## src/rtl/load_store_unit.sv

```systemverilog
// Load/store unit: word-aligned memory initiator with sign/zero extension and sub-word RMW.
// Optional misaligned-access trap enabled by defining LSU_MISALIGN_CHECK_EN.
module load_store_unit #(
    parameter int N     = 32,
    parameter int ADR_W = 32
) (
    input  logic             clk,
    input  logic             rst_n,
    input  logic             req,
    input  logic             isStore,
    input  logic [1:0]       size,
    input  logic             unsignedLd,
    input  logic [ADR_W-1:0] adr,
    input  logic [N-1:0]     storeData,
    output logic             ready,
    output logic             done,
    output logic [N-1:0]     loadData,
    output logic             err,
    output logic [31:0]      memAdr,
    output logic [N-1:0]     writeData,
    output logic             memWrite,
    input  logic [N-1:0]     readData
);

    localparam logic [1:0] IDLE = 2'd0;
    localparam logic [1:0] RD   = 2'd1;
    localparam logic [1:0] WR   = 2'd2;
    localparam logic [1:0] RESP = 2'd3;

    typedef struct packed {
        logic             isStore;
        logic [1:0]       size;
        logic             unsignedLd;
        logic [ADR_W-1:0] adr;
        logic [N-1:0]     data;
    } lsuReq_t;

    lsuReq_t    reqReg;
    logic [1:0] state;
    logic       misaligned;

    function automatic logic [N-1:0] extractLoad(input logic [N-1:0] w, input logic [1:0] sz,
                                                 input logic [1:0] lo, input logic uns);
        logic [7:0]  b;
        logic [15:0] h;
        b = w[{lo, 3'b000} +: 8];
        h = w[{lo[1], 4'b0000} +: 16];
        case (sz)
            2'b00:   return {{(N-8){b[7] & ~uns}}, b};
            2'b01:   return {{(N-16){h[15] & ~uns}}, h};
            default: return w;
        endcase
    endfunction

    // Only the addressed lane is replaced; the rest of the word comes from the RD capture.
    function automatic logic [N-1:0] mergeStore(input logic [N-1:0] old, input logic [1:0] sz,
                                                input logic [1:0] lo, input logic [N-1:0] d);
        logic [N-1:0] m;
        m = old;
        case (sz)
            2'b00:   m[{lo, 3'b000} +: 8]     = d[7:0];
            2'b01:   m[{lo[1], 4'b0000} +: 16] = d[15:0];
            default: m = d;
        endcase
        return m;
    endfunction

`ifdef LSU_MISALIGN_CHECK_EN
    logic misReg;
    assign misaligned = (size == 2'b01 && adr[0]) || (size[1] && adr[1:0] != 2'b00);
    assign err        = (state == RESP) && misReg;
`else
    assign misaligned = 1'b0;
    assign err        = 1'b0;
`endif

    assign ready    = (state == IDLE);
    assign done     = (state == RESP);
    assign memWrite = (state == WR);
    assign memAdr   = {reqReg.adr[31:2], 2'b00};

    always_ff @(posedge clk or negedge rst_n) begin
        if (!rst_n) begin
            state     <= IDLE;
            reqReg    <= '0;
            writeData <= '0;
            loadData  <= '0;
`ifdef LSU_MISALIGN_CHECK_EN
            misReg    <= 1'b0;
`endif
        end else begin
            case (state)
                IDLE: if (req) begin
                    reqReg.isStore    <= isStore;
                    reqReg.size       <= size;
                    reqReg.unsignedLd <= unsignedLd;
                    reqReg.adr        <= adr;
                    reqReg.data       <= storeData;
`ifdef LSU_MISALIGN_CHECK_EN
                    misReg            <= misaligned;
`endif
                    if (isStore && size[1])
                        writeData <= storeData;
                    if (misaligned)
                        state <= RESP;
                    else if (isStore && size[1])
                        state <= WR;
                    else
                        state <= RD;
                end
                RD: begin
                    if (reqReg.isStore) begin
                        writeData <= mergeStore(readData, reqReg.size, reqReg.adr[1:0], reqReg.data);
                        state     <= WR;
                    end else begin
                        loadData <= extractLoad(readData, reqReg.size, reqReg.adr[1:0],
                                                reqReg.unsignedLd);
                        state    <= RESP;
                    end
                end
                WR:   state <= RESP;
                default: begin
                    state <= IDLE;
`ifdef LSU_MISALIGN_CHECK_EN
                    misReg <= 1'b0;
`endif
                end
            endcase
        end
    end

endmodule

```

## config.mk

```make
export PLATFORM = sky130hd
export DESIGN_NAME = load_store_unit
export DESIGN_NICKNAME = d
export VERILOG_FILES = /design/src/rtl/load_store_unit.sv
export SDC_FILE = /design/constraint.sdc
export NUM_CORES = 1
export LEC_CHECK = 0
export ABC_CLOCK_PERIOD_IN_PS = 4600
export CORE_MARGIN = 2
export CORE_UTILIZATION = 51
export DETAILED_ROUTE_END_ITERATION = 8
export PLACE_DENSITY = 0.86
export SLEW_MARGIN = 40
export SYNTH_ARGS = -nofsm -noshare
export SYNTH_HDL_FRONTEND = slang
export SYNTH_SLANG_ARGS = --single-unit
export TNS_END_PERCENT = 100
```

## constraint.sdc

```tcl
create_clock -name clk -period 4.6 [get_ports clk]
set_clock_uncertainty 0.1 [all_clocks]
set_input_delay 1.15 -clock clk [delete_from_list [all_inputs] [get_ports clk]]
set_output_delay 1.15 -clock clk [all_outputs]
set_load 0.005 [all_outputs]
```

==> results of run 1 <==
-- final cells by class --
type	count	area [um^2]
timing repair buffer	206	2070
sequential	134	3350
clock inverter	13	299
multi-input combinational	419	3010
fill	908	3710
clock buffer	19	443
inverter	9	33.8
tap	176	220
-- sequential cells by signal, indices dropped and copies added, names as in the netlist --
name and cells:
state 2, writeData 32, reqReg 38, loadData 32, memAdr 30
-- layer usage --
| layer | GRT usage (%) | up-vias | part of all wire (%) | routed length, um |
|---|---|---|---|---|
| met3 | 6.42 | 38 | 10 | 2120 |
| met5 | 0 | - | 0 | 0 |
| met1 | 39.0 | 2897 | 40 | 8050 |
| met4 | 10.1 | 0 | 2.3 | 461 |
| met2 | 45.8 | 367 | 48 | 9660 |
| li1 | - | 2621 | - | - |
-- final timing paths --
check                                  startpoint                         to  slack [ns]  cells past startpoint
hold reg to reg            memAdr[18]$_DFFE_PN0P_     memAdr[18]$_DFFE_PN0P_        0.39                      1
hold / removal             memAdr[18]$_DFFE_PN0P_     memAdr[18]$_DFFE_PN0P_        0.39                      1
setup / recovery             state[0]$_DFFE_PN0P_                      ready        1.35                      3
setup reg to reg           reqReg[33]$_DFFE_PN0P_  writeData[15]$_DFFE_PN0P_        1.38                      6
min in group asynchronous                   rst_n   loadData[13]$_DFFE_PN0P_        0.55                      1
max in group asynchronous                   rst_n      memAdr[6]$_DFFE_PN0P_        2.84                      3
-- through the flow --
stage / cell area (um^2) / hold slack [ns] / worst slack (ns)
floorplan: 6820 / 0.365 / 2.03
global placement: 8640 / 0.373 / 1.34
detailed placement: 8660 / 0.381 / 1.34
CTS: 9400 / 0.394 / 1.34
global route: 9430 / 0.412 / 1.27
finish: 9430 / 0.387 / 1.35
-- cell families (layout without fill, tap and decap cells) --
kind of cell | Yosys count | after routing | synth area share, %
buffers and inverters | 88 | 247 | 7.04
other | 1 | 3 | 0.0551
and+or+nand+nor | 164 | 164 | 12.7
adders and majority gates | 9 | 9 | 1.65
DFF | 134 | 134 | 49.2
muxes | 81 | 81 | 13.2
AOI/OAI and AO/OA | 162 | 162 | 16.1
-- report_power, final --
group	switching [mW]	internal, mW
Clock	0.505	1.19
Combinational	1.56	1.70
Sequential	0.536	1.80
-- layout by cell type (no fill, tap or decap), types with 3 or more instances in the layout --
cell / n
mux2i_1: 11
ha_1: 8
mux2_1: 28
nor3_1: 26
inv_1: 7
nand3_1: 15
nor2b_1: 5
nand2b_1: 4
clkbuf_16: 17
buf_4: 6
a221oi_1: 31
bufinv_16: 9
o21ai_0: 19
a211oi_1: 17
o21ai_1: 43
or3_1: 8
dfrtp_1: 133
conb_1: 3
a21oi_1: 23
and3_1: 7
mux2_2: 42
clkdlybuf4s50_1: 198
nor4b_1: 8
nand2_1: 41
a221o_1: 15
nor2_1: 36
==> out/qor.yml, run 1 <==
clock_sinks: 134
yosys_warnings: 0
num_rows: 42
critPathMaxFanout: 9
clk_pin_slew_ns: 0.05
max_slew_margin_pct: 43.1
synthTopCellsByArea: "dfrtp_1, mux2_2, mux2_1"
hold_violations: 0
die_height_um: 120
setup_violations: 0
p_total_mw: 7.29
htreeDepth: 4
cts_root_buf: "clkbuf_16"
period_needed_ns: 3.25
postCtsHoldBufs: 0
grt_max_degree: 110
synth_edf_count: 0
crit_required_ns: 3.35
cts_buffers: 17
worstSetupEndpointType: "output pin"
insertedDiodeCount: 0
syn2layout_area_growth_pct: 38.5
crit_path_start_kind: "register"
max_cap_violations: 0
post_cts_resized: 0
yosys.area.top_type: "dfrtp_1"
crit_type: "reg2out"
synth_common_cells: "dfrtp_1, o21ai_1, mux2_2, nand2_1, nor2_1"
grt_pass1_wl_um: 31600
clk_latency_ns: 0.42
wl_per_cell_um: 20.8
slowest_delay_ns: 0.61
antenna_left: 0
antenna_found_initial: 0
cpMaxStageDelayCell: "clkdlybuf4s50_1"
critPathTopFamily: "buffers and inverters"
dpl.hpwl_um: 14400
synthCells: 639
drc: 0
viasPerCell: 6.07
hp-class: "reg2reg"
drive_gt1_share_pct: 12.1
port_buffers: 199
synthFlopType: "dfrtp_1"
clock_path_buffers: 2
start_util_pct: 51.8
num_io_pins: 203
p_per_area_nw_per_um2: 773
netlist.area_leader.share_pct: 49.2
final_core_util_pct: 71.8
synth_seq_cells: 134
postCtsSetupRepairBufs: 0
drt_first_pass_iters: 6
ys_async_sr_fraction_pct: 100
dpl.cell_count: 943
p_leak_nw: 3.85
ys_seq_area_share_pct: 49.2
die_w_um: 120
dr_total_vias: 5923
synth.distinct_cells: 45
crit_chain: "inv_1, ha_1, clkdlybuf4s50_1"
tns_ns: 0
max-vdd-ir-drop_mv: 0.313
min_period_over_period_pct: 70.7
worstPathArrival_ns: 2.00
core-area_um2: 13100
yosysMostFrequentCell: "dfrtp_1"
drt_iter0_drc: 847
grt_overflow: 0
synth.avg_cell_area_um2: 10.7
grt_pass1_vias: 5813
die_area_um2: 14300
gp_congestion: 0.890
num-nets-final: 899
fin_cells: 976
grt_setup_unrepaired: "false"
status: "finished, final reports clean"
tritoncts: "done"
grtUsageTotal_pct: 28.7
max_freq_mhz: 307
drv_slew: 0
drt-total-wl_um: 20300
path_buf_inv: 2
syn_area_um2: 6810
worst_slew_pin_slew_ns: 0.854
No activity file was read; power rests on OpenSTA's default activity.
==> run 2: changes to the inputs <==
ABC_CLOCK_PERIOD_IN_PS = 3050   (was 4600)
CORE_UTILIZATION = 48   (was 51)
PLACE_DENSITY = 0.81   (was 0.86)
clock period = 3.05 ns   (was 4.6 ns; I/O delays follow)
==> out/qor.yml, run 2 (synthesis gave the netlist of run 1 again) <==
max_slew_margin_pct: 48.6  # was 43.1%
min_period_over_period_pct: 90.8
fin_cells: 990  # was 976
critPathMaxFanout: 9  # unchanged
grtUsageTotal_pct: 28.3  # was 28.7%
reg2reg_slack_ns: 0.53  # was 1.38 ns
dr_total_vias: 5985  # was 5923
start_util_pct: 49.1  # was 51.8%
p_per_area_nw_per_um2: 1150  # was 773 nW/um^2
max_cap_violations: 0  # unchanged
worstSetupEndpointType: "output pin"  # unchanged
drt-total-wl_um: 21200  # was 20300 um
max-vdd-ir-drop_mv: 0.529  # was 0.313 mV
tns_ns: 0  # unchanged
fillCellCount: 1030  # was 908
grt_pass1_wl_um: 32000  # was 31600 um
port_buffers: 199  # unchanged
grt_pass1_vias: 5783  # was 5813
gp_congestion: 0.943  # was 0.890
cts_root_buf: "clkbuf_16"  # unchanged
hold_violations: 0  # unchanged
drive_gt1_share_pct: 13.0  # was 12.1%
reg_top3: "reqReg (38), loadData (32), writeData (32)"  # unchanged
core-area_um2: 13900  # was 13100 um^2
final_cell_mix: "clkdlybuf4s50_1, dfrtp_1, o21ai_1, mux2_2, nand2_1"  # unchanged
mostFrequentLayoutCell: "clkdlybuf4s50_1"  # unchanged
dpl.cell_count: 958  # was 943
grt_overflow: 0  # unchanged
cts_buffers: 17  # unchanged
worstRegToRegCells: 6  # unchanged
num_io_pins: 203  # unchanged
drt_iter0_drc: 598  # was 847
drt_first_pass_iters: 6  # unchanged
clock_path_buffers: 2  # unchanged
period_needed_ns: 2.77
crit_path_start_kind: "register"  # unchanged
crit_type: "reg2out"  # unchanged
dpl.hpwl_um: 14900  # was 14400 um
setup_violations: 0  # unchanged
p_total_mw: 10.8  # was 7.29 mW
wl_per_cell_um: 21.4  # was 20.8 um
tritoncts: "done"  # unchanged
antenna_left: 0  # unchanged
clk_pin_slew_ns: 0.06  # was 0.05 ns
post_cts_resized: 0  # unchanged
regMostFlops: "reqReg"  # unchanged
grt_max_degree: 135  # was 110
postCtsHoldBufs: 0  # unchanged
p_leak_nw: 3.85  # about the same
clock_sinks: 134  # unchanged
die_w_um: 123  # was 120 um
die_height_um: 123  # was 120 um
largest_register_ffs: 38  # unchanged
syn2layout_area_growth_pct: 37.8  # was 38.5%
viasPerCell: 6.05  # was 6.07
htreeDepth: 4  # unchanged
max_freq_mhz: 361
worstPathArrival_ns: 1.91  # was 2.00 ns
num_rows: 43  # was 42
worst_slew_pin_slew_ns: 0.771  # was 0.854 ns
die_area_um2: 15200  # was 14300 um^2
grt_setup_unrepaired: "false"  # unchanged
hp-class: "in2async"  # was reg2reg
postCtsSetupRepairBufs: 0  # unchanged
antenna_found_initial: 0  # unchanged
clk_latency_ns: 0.43  # was 0.42 ns
drv_slew: 0  # unchanged
drc: 0  # unchanged
num-nets-final: 909  # was 899
crit_required_ns: 2.19  # was 3.35 ns
insertedDiodeCount: 0  # unchanged
status: "finished, final reports clean"  # unchanged
run 2: cell types whose count changed in the layout (fill, tap and decap cells not counted), sizes merged:
| cell | previous run | this run |
|---|---|---|
| inv | 9 | 11 |
| clkinv | 2 | 5 |
| bufinv | 9 | 5 |
| clkinvlp | 2 | 3 |
| clkbuf | 19 | 17 |
| buf | 8 | 18 |
run 2: layout make-up:
cell class | count | area [um^2] | area share, %
tap | 180 | 225 | 2.40
clock buffer | 17 | 425 | 4.53
sequential | 134 | 3350 | 35.7
inverter | 9 | 33.8 | 0.360
clock inverter | 15 | 226 | 2.41
multi-input combinational | 419 | 2990 | 31.9
timing repair buffer | 216 | 2130 | 22.7
run 2: where the power goes:
part	internal, mW	switching (mW)	leakage, nW
logic	2.63	2.52	1.96
registers	2.71	0.699	1.57
clock network	1.45	0.811	0.310
total	6.79	4.03	3.85
run 2: per-stage QoR:
step	instance area, um^2	util (%)	setup WS (ns)	hold WS, ns
floorplan	6820	-	0.481	0.365
global placement	8730	62.9	0.503	0.374
detailed placement	8730	62.9	0.380	0.381
CTS	9390	67.6	0.288	0.388
global route	9390	67.6	0.183	0.411
finish	9390	67.6	0.280	0.297
run 2: worst max-delay path: stages, from the launching register on:
cell             delay (ns)
dfrtp_1                0.42
inv_1                  0.10
ha_1                   0.37
clkdlybuf4s50_1        0.59
run 2: layer usage:
layer / share of wire [%] / global-route usage (%)
met1: 40 / 37.5
met2: 48 / 45.5
met3: 8.2 / 5.12
met4: 3.5 / 12.6
met5: 0 / 0
run 2: worst paths after layout:
path,endpoint,from
worst max-delay path,ready,state[0]$_DFFE_PN0P_
worst min-delay path,loadData[7]$_DFFE_PN0P_,rst_n
worst max register to register,writeData[14]$_DFFE_PN0P_,reqReg[33]$_DFFE_PN0P_
worst min register to register,writeData[17]$_DFFE_PN0P_,writeData[17]$_DFFE_PN0P_
max in group asynchronous,reqReg[66]$_DFFE_PN0P_,rst_n
min in group clk,writeData[17]$_DFFE_PN0P_,writeData[17]$_DFFE_PN0P_
==> run 3: changes to the inputs <==
CELL_PAD_IN_SITES_DETAIL_PLACEMENT = 1   (was unset)
CELL_PAD_IN_SITES_GLOBAL_PLACEMENT = 1   (was unset)
CORE_UTILIZATION = 36   (was 48)
PLACE_DENSITY = unset   (was 0.81)
PLACE_DENSITY_LB_ADDON = 0.3   (was unset)
==> out/qor.yml, run 3 (synthesis gave the netlist of run 1 again) <==
grt_overflow: 0  # unchanged
cts_root_buf: "clkbuf_16"  # unchanged
crit_path_start_kind: "register"  # unchanged
reg2reg_slack_ns: 0.48  # was 0.53 ns
p_per_area_nw_per_um2: 1140  # was 1150 nW/um^2
crit_chain: "inv_1, ha_1, clkdlybuf4s50_1"  # unchanged
slowest_delay_ns: 0.59  # about the same
clock_sinks: 134  # unchanged
insertedDiodeCount: 0  # unchanged
crit_type: "reg2out"  # unchanged
clock_path_buffers: 2  # unchanged
seqCellArea_um2: 3350  # unchanged
viasPerCell: 5.67  # was 6.05
core-area_um2: 18600  # was 13900 um^2
drt-total-wl_um: 23100  # was 21200 um
worstSetupEndpointType: "output pin"  # unchanged
drc: 0  # unchanged
grt_pass1_wl_um: 36400  # was 32000 um
tns_ns: 0  # unchanged
grt_setup_unrepaired: "false"  # unchanged
max_freq_mhz: 357  # was 361 MHz
clk_pin_slew_ns: 0.06  # about the same
hp-class: "in2async"  # unchanged
die_height_um: 142  # was 123 um
final_cell_mix: "clkdlybuf4s50_1, dfrtp_1, o21ai_1, mux2_2, nand2_1"  # unchanged
fillCellCount: 2014  # was 1030
hold_violations: 0  # unchanged
postCtsSetupRepairBufs: 0  # unchanged
p_total_mw: 10.7  # was 10.8 mW
stdcell_area_um2: 9440  # was 9390 um^2
final_core_util_pct: 50.6  # was 67.6%
post_cts_resized: 0  # unchanged
mostFrequentLayoutCell: "clkdlybuf4s50_1"  # unchanged
drt_iter0_drc: 315  # was 598
start_util_pct: 36.5  # was 49.1%
grtUsageTotal_pct: 23.5  # was 28.3%
period_needed_ns: 2.80  # was 2.77 ns
place_area_um2: 8850  # was 8730 um^2
status: "finished, final reports clean"  # unchanged
die_area_um2: 20000  # was 15200 um^2
antenna_left: 0  # unchanged
grt_max_degree: 63  # was 135
crit_required_ns: 2.19  # about the same
critPathMaxFanout: 9  # unchanged
num-nets-final: 909  # unchanged
gp_congestion: 0.822  # was 0.943
regMostFlops: "reqReg"  # unchanged
clk_latency_ns: 0.42  # was 0.43 ns
max_slew_margin_pct: 48.0  # was 48.6%
grt_pass1_vias: 6314  # was 5783
min_period_over_period_pct: 91.8  # was 90.8%
dpl.hpwl_um: 17100  # was 14900 um
antenna_found_initial: 0  # unchanged
tritoncts: "done"  # unchanged
drv_slew: 0  # unchanged
wl_per_cell_um: 22.2  # was 21.4 um
port_buffers: 199  # unchanged
multiInputGateArea_um2: 3000  # was 2990 um^2
num_rows: 50  # was 43
p_leak_nw: 3.84  # was 3.85 nW
setup_violations: 0  # unchanged
worstPathArrival_ns: 1.94  # was 1.91 ns
drt_first_pass_iters: 4  # was 6
syn2layout_area_growth_pct: 38.6  # was 37.8%
reg_top3: "reqReg (38), loadData (32), writeData (32)"  # unchanged
worst_slew_pin_slew_ns: 0.778  # was 0.771 ns
max-vdd-ir-drop_mv: 0.539  # was 0.529 mV
dr_total_vias: 5907  # was 5985
max_cap_violations: 0  # unchanged
largest_register_ffs: 38  # unchanged
cts_buffers: 17  # unchanged
die_w_um: 142  # was 123 um
htreeDepth: 4  # unchanged
num_io_pins: 203  # unchanged
cpMaxStageDelayCell: "clkdlybuf4s50_1"  # unchanged
drive_gt1_share_pct: 12.4  # was 13.0%
postCtsHoldBufs: 0  # unchanged
==> run 3: changes by cell type in the layout (fill, tap and decap cells not counted), sizes merged <==
| cell | previous run | this run |
|---|---|---|
| clkinv | 5 | 2 |
| clkinvlp | 3 | 2 |
| inv | 11 | 10 |
| clkbuf | 17 | 22 |
| bufinv | 5 | 3 |
==> run 3: cell type report <==
| type | count | area share (%) |
|---|---|---|
| inverters | 9 | 0.358 |
| multi-input cells | 419 | 31.8 |
| flip-flops and latches | 134 | 35.5 |
| clock buffers | 22 | 4.92 |
| repair buffers | 216 | 23.0 |
| well taps | 234 | 3.10 |
| clock inverters | 8 | 1.31 |
==> run 3: metal layers <==
| layer | share of wire (%) | up-vias | track usage (%) |
|---|---|---|---|
| met1 | 42 | 3028 | 30.2 |
| met5 | 0 | - | 0 |
| met2 | 50 | 211 | 39.8 |
| li1 | - | 2637 | - |
| met3 | 5.7 | 31 | 4.45 |
| met4 | 2.6 | 0 | 8.53 |
==> run 3: per-stage QoR <==
stage	hold slack (ns)	instances	worst slack, ns
after global placement	0.375	1012	0.395
after global routing	0.270	1042	0.121
after detailed placement	0.381	1012	0.340
after floorplan	0.365	641	0.481
final	0.230	1042	0.251
after CTS	0.254	1042	0.226
==> run 3: worst max-delay path, delay by kind of cell, from the launching register on <==
kind / cells / cell delay [ns]
fa+ha+maj: 1 / 0.40
buf+inv: 2 / 0.70
flops: 1 / 0.42
==> run 3: power by group <==
| part | switching [mW] | total [mW] | internal (mW) |
|---|---|---|---|
| registers | 0.739 | 3.45 | 2.71 |
| clock network | 0.761 | 2.08 | 1.32 |
| logic | 2.55 | 5.21 | 2.66 |
| total | 4.05 | 10.7 | 6.69 |
==> run 3: final timing paths <==
check,from,end,cells past startpoint
setup reg to reg,reqReg[33]$_DFFE_PN0P_,writeData[9]$_DFFE_PN0P_,6
max in group asynchronous,rst_n,memAdr[12]$_DFFE_PN0P_,2
hold / removal,rst_n,loadData[6]$_DFFE_PN0P_,1
min in group clk,memAdr[21]$_DFFE_PN0P_,memAdr[21]$_DFFE_PN0P_,1
setup / recovery,state[0]$_DFFE_PN0P_,ready,3
hold reg to reg,memAdr[21]$_DFFE_PN0P_,memAdr[21]$_DFFE_PN0P_,1
